$ cat src/rtl/fnd_pkg.sv
// rtl/fnd_pkg.sv - shared constants and types for the FND scan driver
package fnd_pkg;

  localparam logic [7:0] SEG_BLANK = 8'hFF;
  localparam logic [3:0] COM_OFF   = 4'b1111;

  // Active-low {g,f,e,d,c,b,a} patterns for hex digits 0..F.
  localparam logic [6:0] SEG_HEX [0:15] = '{
    7'h40, 7'h79, 7'h24, 7'h30, 7'h19, 7'h12, 7'h02, 7'h78,
    7'h00, 7'h10, 7'h08, 7'h03, 7'h46, 7'h21, 7'h06, 7'h0E
  };

  typedef logic [1:0] digit_idx_t;

endpackage

$ cat src/rtl/seg7_hex_decoder.sv
// rtl/seg7_hex_decoder.sv - combinational nibble to active-low 7-segment pattern
module seg7_hex_decoder
  import fnd_pkg::*;
(
  input  logic [3:0] nibble,
  output logic [6:0] seg
);

  assign seg = SEG_HEX[nibble];

endmodule

$ cat src/rtl/fnd_scan_driver.sv
// rtl/fnd_scan_driver.sv - 4-digit common-anode FND scanner with frame latch, blink and guard
// Optional build macro FND_LEADING_ZERO_BLANK_EN blanks leading zero digits 3..1.
module fnd_scan_driver
  import fnd_pkg::*;
#(
  parameter int SCAN_DIV    = 100000,
  parameter int GUARD       = 2,
  parameter int BLINK_TICKS = 250
) (
  input  logic        clk,
  input  logic        reset_p,
  input  logic [15:0] value,
  input  logic [3:0]  dp_in,
  input  logic [3:0]  blink_mask,
  output logic [3:0]  com,
  output logic [7:0]  seg_7,
  output logic        frame_tick
);

  localparam int SCW = (SCAN_DIV > 1) ? $clog2(SCAN_DIV) : 1;
  localparam int BCW = (BLINK_TICKS > 1) ? $clog2(BLINK_TICKS) : 1;
  localparam logic [SCW:0] GUARD_W = (SCW + 1)'(GUARD);

  logic [SCW-1:0] scan_cnt;
  digit_idx_t     digit_idx;
  logic [BCW-1:0] blink_cnt;
  logic           blink_phase;
  logic [15:0]    frame_val;
  logic [3:0]     frame_dp;
  logic [3:0]     frame_mask;

  logic           tick;
  logic           in_guard;
  logic [3:0]     nibble;
  logic [6:0]     hex_seg;
  logic [3:0]     lz_blank;
  logic           blink_blank;

  assign tick     = (scan_cnt == SCW'(SCAN_DIV - 1));
  assign in_guard = ({1'b0, scan_cnt} < GUARD_W);

  always_comb begin
    nibble = frame_val[3:0];
    case (digit_idx)
      2'd0: nibble = frame_val[3:0];
      2'd1: nibble = frame_val[7:4];
      2'd2: nibble = frame_val[11:8];
      2'd3: nibble = frame_val[15:12];
      default: nibble = frame_val[3:0];
    endcase
  end

  seg7_hex_decoder u_dec (
    .nibble (nibble),
    .seg    (hex_seg)
  );

`ifdef FND_LEADING_ZERO_BLANK_EN
  // A digit is blanked only if it and every digit to its left are zero.
  always_comb begin
    lz_blank    = 4'b0000;
    lz_blank[3] = (frame_val[15:12] == 4'h0);
    lz_blank[2] = lz_blank[3] && (frame_val[11:8] == 4'h0);
    lz_blank[1] = lz_blank[2] && (frame_val[7:4] == 4'h0);
  end
`else
  assign lz_blank = 4'b0000;
`endif

  assign blink_blank = ~blink_phase & frame_mask[digit_idx];

  always_ff @(posedge clk) begin
    if (reset_p) begin
      scan_cnt    <= '0;
      digit_idx   <= '0;
      blink_cnt   <= '0;
      blink_phase <= 1'b1;
      frame_val   <= '0;
      frame_dp    <= '0;
      frame_mask  <= '0;
      com         <= COM_OFF;
      seg_7       <= SEG_BLANK;
      frame_tick  <= 1'b0;
    end else begin
      scan_cnt   <= tick ? '0 : scan_cnt + SCW'(1);
      frame_tick <= tick && (digit_idx == 2'd3);

      if (tick) begin
        digit_idx <= digit_idx + 2'd1;
        if (digit_idx == 2'd3) begin
          frame_val  <= value;
          frame_dp   <= dp_in;
          frame_mask <= blink_mask;
        end
        if (blink_cnt == BCW'(BLINK_TICKS - 1)) begin
          blink_cnt   <= '0;
          blink_phase <= ~blink_phase;
        end else begin
          blink_cnt <= blink_cnt + BCW'(1);
        end
      end

      com <= in_guard ? COM_OFF : ~(4'b0001 << digit_idx);

      if (blink_blank)
        seg_7 <= SEG_BLANK;
      else if (lz_blank[digit_idx])
        seg_7 <= {~frame_dp[digit_idx], 7'h7F};
      else
        seg_7 <= {~frame_dp[digit_idx], hex_seg};
    end
  end

endmodule

$ cat config.mk
export PLATFORM = sky130hd
export DESIGN_NAME = fnd_scan_driver
export DESIGN_NICKNAME = d
export VERILOG_FILES = /design/src/rtl/fnd_pkg.sv /design/src/rtl/seg7_hex_decoder.sv /design/src/rtl/fnd_scan_driver.sv
export SDC_FILE = /design/constraint.sdc
export NUM_CORES = 1
export LEC_CHECK = 0
export CORE_MARGIN = 8
export CORE_UTILIZATION = 56
export CTS_CLUSTER_DIAMETER = 30
export DETAILED_ROUTE_END_ITERATION = 10
export PLACE_DENSITY = 0.89
export SLEW_MARGIN = 15
export SYNTH_ARGS = -nofsm -noshare
export SYNTH_HDL_FRONTEND = slang
export SYNTH_HIERARCHICAL = 1
export SYNTH_SLANG_ARGS = --single-unit
$ cat constraint.sdc
create_clock -name clk -period 2.9 [get_ports clk]
set_input_delay 0.29 -clock clk [delete_from_list [all_inputs] [get_ports clk]]
set_output_delay 0.29 -clock clk [all_outputs]
set_load 0.005 [all_outputs]
* Word level (Yosys, flattened, before mapping)
Memory sizes are Yosys's and may differ from the RTL's. A register that Yosys moved wholly into a read port is not among the register bits.
Cells that the tools add are included.
** Storage, ports and cells
- Register bits :: 58
- Memory bits (read-only) :: 112
- Input bits :: 26
- Output and inout port bits :: 13
- Word-level logic and storage cells :: 43
- Memories :: 1
** Operators by class
- $add $sub $neg :: 3
- $lt $le $gt $ge :: 2
- Eq/ne operators :: 5
- Shifts and indexed selects :: 1
- Mux-type cells :: 8
- Bitwise operators :: 5
- Reductions and logical operators :: 8
** Memory list
- (name not given) :: words 16, bits a word 7, rd ports 1, clocked after Yosys merged registers in 1, write ports 0, RTL line seg7_hex_decoder.sv:9 : assign seg = SEG_HEX[nibble];
** Operators by type and width (number)
- $add 17x1->17 const B :: 1
- $eq 17x17->1 const B :: 1
- $lt 17x2->1 const B :: 1
- $pmux 4 s4 :: 1
- $add 8x1->8 const B :: 1
- $eq 8x8->1 const B :: 1
- $mux 8 :: 1
- $bmux 1 s2 :: 3
- $reduce_or 2->1 :: 3
- $not 4->5 :: 1
- $eq 2x2->1 const B :: 2
- $not 4->4 :: 1
- $reduce_and 2->1 :: 2
- $shl 1x2->4 const A :: 1
- $lt 2x3->1 const B :: 1
- $mux 1 :: 3
- $reduce_or 3->1 :: 1
- $add 2x1->2 const B :: 1
- $eq 2x1->1 const B :: 1
- $logic_not 2->1 :: 1
- $not 1->1 :: 2
- $and 1x1->1 :: 1
- $logic_and 1x1->1 :: 1

* Longest topological paths before layout
- Depth after elaboration :: 4
- Gate-level depth with buffers :: 10
- Gate-level depth less buffers :: 10

* By module
The synthesis kept the hierarchy.
** By module, submodules not included
- fnd_scan_driver :: times used 1, cells an instance 327, area each 3081.7 um^2, sequential area each 1301.2 um^2
- seg7_hex_decoder :: times used 1, cells an instance 35, area each 247.7 um^2, sequential area each 0.0 um^2

* Worst setup path before layout
Ideal clock, no wire load.
- Kind :: register to register
- Start point :: register digit_idx[0]
- End point :: register seg_7[3]
- Setup time :: 0.125 ns
- Arrival time :: 2.237 ns
- Required time :: 2.775 ns
- Setup slack :: 0.538 ns
- Cell stages (with the launch flop) :: 11
- Path buffers :: 1
- Period minus slack after synthesis :: 2.362 ns
- Cell sequence :: dfxtp_1 -> ha_1 -> clkbuf_1 -> a222oi_1 -> mux2i_1 -> inv_1 -> ha_1 -> or2_2 -> a21oi_1 -> a31oi_1 -> nand2b_1
** On the way
- Elaborated cells on any way between the ends :: 12
- Classes of those cells :: eq/ne: 3; mux: 5; bitwise: 2; reduce/logical: 2
** RTL lines
- start: declaration :: RTL line fnd_scan_driver.sv:25 : digit_idx_t digit_idx;
- start signal: assignment :: RTL line fnd_scan_driver.sv:89 : digit_idx <= digit_idx + 2'd1;
- $eq 2x2->1 (tied with other cells) :: RTL line fnd_scan_driver.sv:44 : case (digit_idx)
- $pmux 4 s4 * :: RTL line fnd_scan_driver.sv:44
- named net nibble[1] :: RTL line fnd_scan_driver.sv:34 : logic [3:0] nibble;
- $not 4->5 (not written as such) * :: RTL line seg7_hex_decoder.sv:9
- end signal: assignment :: RTL line fnd_scan_driver.sv:108 : seg_7 <= {~frame_dp[digit_idx], 7'h7F};
- end signal: assignment :: RTL line fnd_scan_driver.sv:110 : seg_7 <= {~frame_dp[digit_idx], hex_seg};
- end: declaration :: RTL line fnd_scan_driver.sv:16 : output logic [7:0] seg_7,
Mark *: on every way through the listed nets, which the timed path passes. The rest lies on a longest branch. The select of a mux whose other input is x is not followed.
A chain may end at the register's enable or synchronous reset.

* Worst setup path in the final report
- Start point :: register digit_idx[0]
- End point :: register frame_dp[0]
** On the way
- Longest elaborated chain between the ends :: 2
** RTL lines
- $eq 2x2->1 :: RTL line fnd_scan_driver.sv:90 : if (digit_idx == 2'd3) begin
- $reduce_and 2->1 (no source line)
- end signal: assignment :: RTL line fnd_scan_driver.sv:92 : frame_dp <= dp_in;
- end: declaration :: RTL line fnd_scan_driver.sv:29 : logic [3:0] frame_dp;
Every way passes these cells.

==> impl_metrics.csv <==
group,metric,value,unit
run_status,status,"finished, final reports clean",
yosys,ys_async_sr_fraction,0,
yosys,syn_avg_cell_area,9.20,um^2
drt,routedWlPerCell,17.0,um
finish,layout-drive-gt1-share,0.0918,
yosys,synth-warning-count,6,
placed_design,gp_congestion,0.884,
flow_run,cap_violations,0,
drt,drt_iter0_drc,247,
yosys,synth_edf_count,0,
timing,slew_violations,0,
floorplan,ios,39,
pwr,peakVddDrop,0.000251,V
finish,fill_cells,455,
cts,numCtsBuffers,9,
drt,wl,7960,um
global_route,track_usage,0.189,
floorplan,die_h,93.1,um
floorplan,die_x,93.1,um
yosys,yosysUniqueCellTypes,60,
global_route,grt_pass1_vias,2845,
placed_design,dp.cells,452,
cts,post_cts_buffers,0,
hold_path,hold_class,"reg -> reg",
timing,post-route-period-util,0.889,
floorplan,dieArea,8670,um^2
cts,cts_tree,"built",
finish,num_antenna_cells,0,
cts,clockBufferDepth,2,
cts,cts_hold_buf,0,
cts,htreeDepth,3,
drt,antenna_left,0,
timing,tightest_slew,0.893,ns
finish,finalNonFillerCells,467,
global_route,grt_max_degree,38,
yosys,synth.cell_area,3330,um^2
yosys,syn_inst,362,
yosys,synth_most_common_cell,"dfxtp_1",
pwr,p_leak,0.00136,uW
yosys,yosysSeqAreaShare,0.391,
drt,vias,2983,
cts,clk_pin_slew,0.06,ns
global_route,grt_overflow,0,
placed_design,place_hpwl,5450,um
finish,flow.area_growth_from_synthesis,14.5,%
drt,first_pass_iters,5,
yosys,synth_top_flop_cell,"dfxtp_1",
yosys,synthTopCellsByArea,"dfxtp_1 (39%), o31ai_1 (6.3%), ha_1 (5.6%), nand4_1 (5.6%), a21oi_1 (5.4%)",
cts,cts_root_buffer,"clkbuf_8",
yosys,synth_commonest_cells,"dfxtp_1 (65), a21oi_1 (36), nand4_1 (30)",
setup_path,cp_max_fo,25,
timing,finalSetupTns,0,ns
yosys,syn-num-nets,403,
floorplan,rows,28,
yosys,synth_area_leader_cell,"dfxtp_1",
setup_path,crit_path_start_kind,"register",
setup_path,cp.arrival,2.79,ns
timing,clock.fmax,0.388,GHz
placed_design,io_buffers,38,
global_route,grt_pass1_wl,13500,um
floorplan,start_util,0.569,
finish,nNetsFinal,429,
yosys,synth_top_area_frac,0.391,
timing,hold_violations,0,
setup_path,crit_type,"reg -> reg",
timing,period_needed,2.58,ns
finish,multiInputGateArea,1770,um^2
floorplan,core-area,5850,um^2
cts,cts_num_sinks,65,
global_route,antenna_found_initial,0,
cts,clk_latency,0.35,ns
drt,drc,0,
timing,skew,0.00659,ns
setup_path,critPathRequiredTime,3.12,ns
drt,detail_route.vias_per_cell,6.39,
pwr,power_density,429,nW/um^2
timing,slew_headroom,0.388,
timing,finalSetupViolations,0,
setup_path,critPathCaptureType,"register",
finish,ff_latch_area,1300,um^2
timing,rsz0062_at_grt,"no",
yosys,ys_ff_latch,65,
-- logic make-up (layout without fill, tap and decap cells) --
| family | after synthesis | in the layout | synth area share |
|---|---|---|---|
| xor gates and xnor gates | 9 | 9 | 0.0237 |
| adders and majority gates | 15 | 15 | 0.0564 |
| and+or+nand+nor | 117 | 117 | 0.220 |
| DFF | 65 | 65 | 0.391 |
| AOI/OAI and AO/OA | 102 | 102 | 0.200 |
| muxes | 8 | 8 | 0.0319 |
| buffers and inverters | 46 | 76 | 0.0774 |
-- stage by stage --
| step | hold slack (ns) | worst slack (ns) | util | instance area [um^2] | power, uW |
|---|---|---|---|---|---|
| after floorplan | 0.413 | 0.538 | - | 3330 | 953 |
| after global placement | 0.426 | 0.320 | 0.625 | 3650 | 1000 |
| after detailed placement | 0.445 | 0.173 | 0.625 | 3650 | 1010 |
| after CTS | 0.460 | 0.164 | 0.651 | 3810 | 1640 |
| after global routing | 0.472 | 0.0921 | 0.652 | 3810 | 1690 |
| final | 0.460 | 0.321 | 0.652 | 3810 | 1640 |
-- critical path, stage by stage (launching register included) --
cell      delay [ns]
dfxtp_1         0.48
ha_2            0.41
buf_4           0.29
clkinv_1        0.64
o31ai_1         0.52
a21oi_1         0.11
-- state kept, by name, indices dropped and copies added, names as in the netlist --
name         count
blink_cnt        8
blink_phase      1
com              4
digit_idx        2
frame_dp         4
frame_mask       4
frame_tick       1
frame_val       16
scan_cnt        17
seg_7            8
-- timing repair --
item,CTS,global route
hold endpoints to repair,0,0
gates resized for setup,0,1
setup endpoints to repair,0,11
-- placed cells by master, fill, tap and decap left out, types with 8 or more instances in the layout --
| cell | count |
|---|---|
| ha_1 | 14 |
| nand2b_1 | 8 |
| a21oi_1 | 36 |
| clkbuf_8 | 10 |
| o31ai_1 | 28 |
| xor2_1 | 8 |
| dfxtp_1 | 65 |
| clkdlybuf4s50_1 | 38 |
| o21ai_0 | 12 |
| nand4_1 | 30 |
| nand2_1 | 17 |
| nor2_1 | 11 |
| inv_1 | 15 |
-- worst paths after layout --
| path | from | slack (ns) | cells after the start | end |
|---|---|---|---|---|
| hold / removal | scan_cnt[0] | 0.46 | 1 | scan_cnt[0] |
| setup / recovery | digit_idx[0] | 0.32 | 5 | frame_dp[0] |
| setup reg to reg | digit_idx[0] | 0.32 | 5 | frame_dp[0] |
| hold reg to reg | scan_cnt[0] | 0.46 | 1 | scan_cnt[0] |
-- where the power goes --
part / switching (uW) / internal, uW / total, uW
combinational: 32.0 / 47.4 / 79.4
clock: 320 / 331 / 651
sequential: 4.74 / 902 / 907
total: 357 / 1280 / 1640
-- per-layer routing --
metal	wire, um	GRT usage
met1	3460	0.228
met2	3750	0.306
met3	590	0.0561
met4	154	0.0765
met5	0	0
-- area by class of cell --
type	count	share of cell area
multi-input cells	251	0.465
flip-flops and latches	65	0.341
repair buffers	44	0.112
clock buffers	15	0.0410
well taps	75	0.0246
inverters	17	0.0167
(Power assumes the default switching activity.)
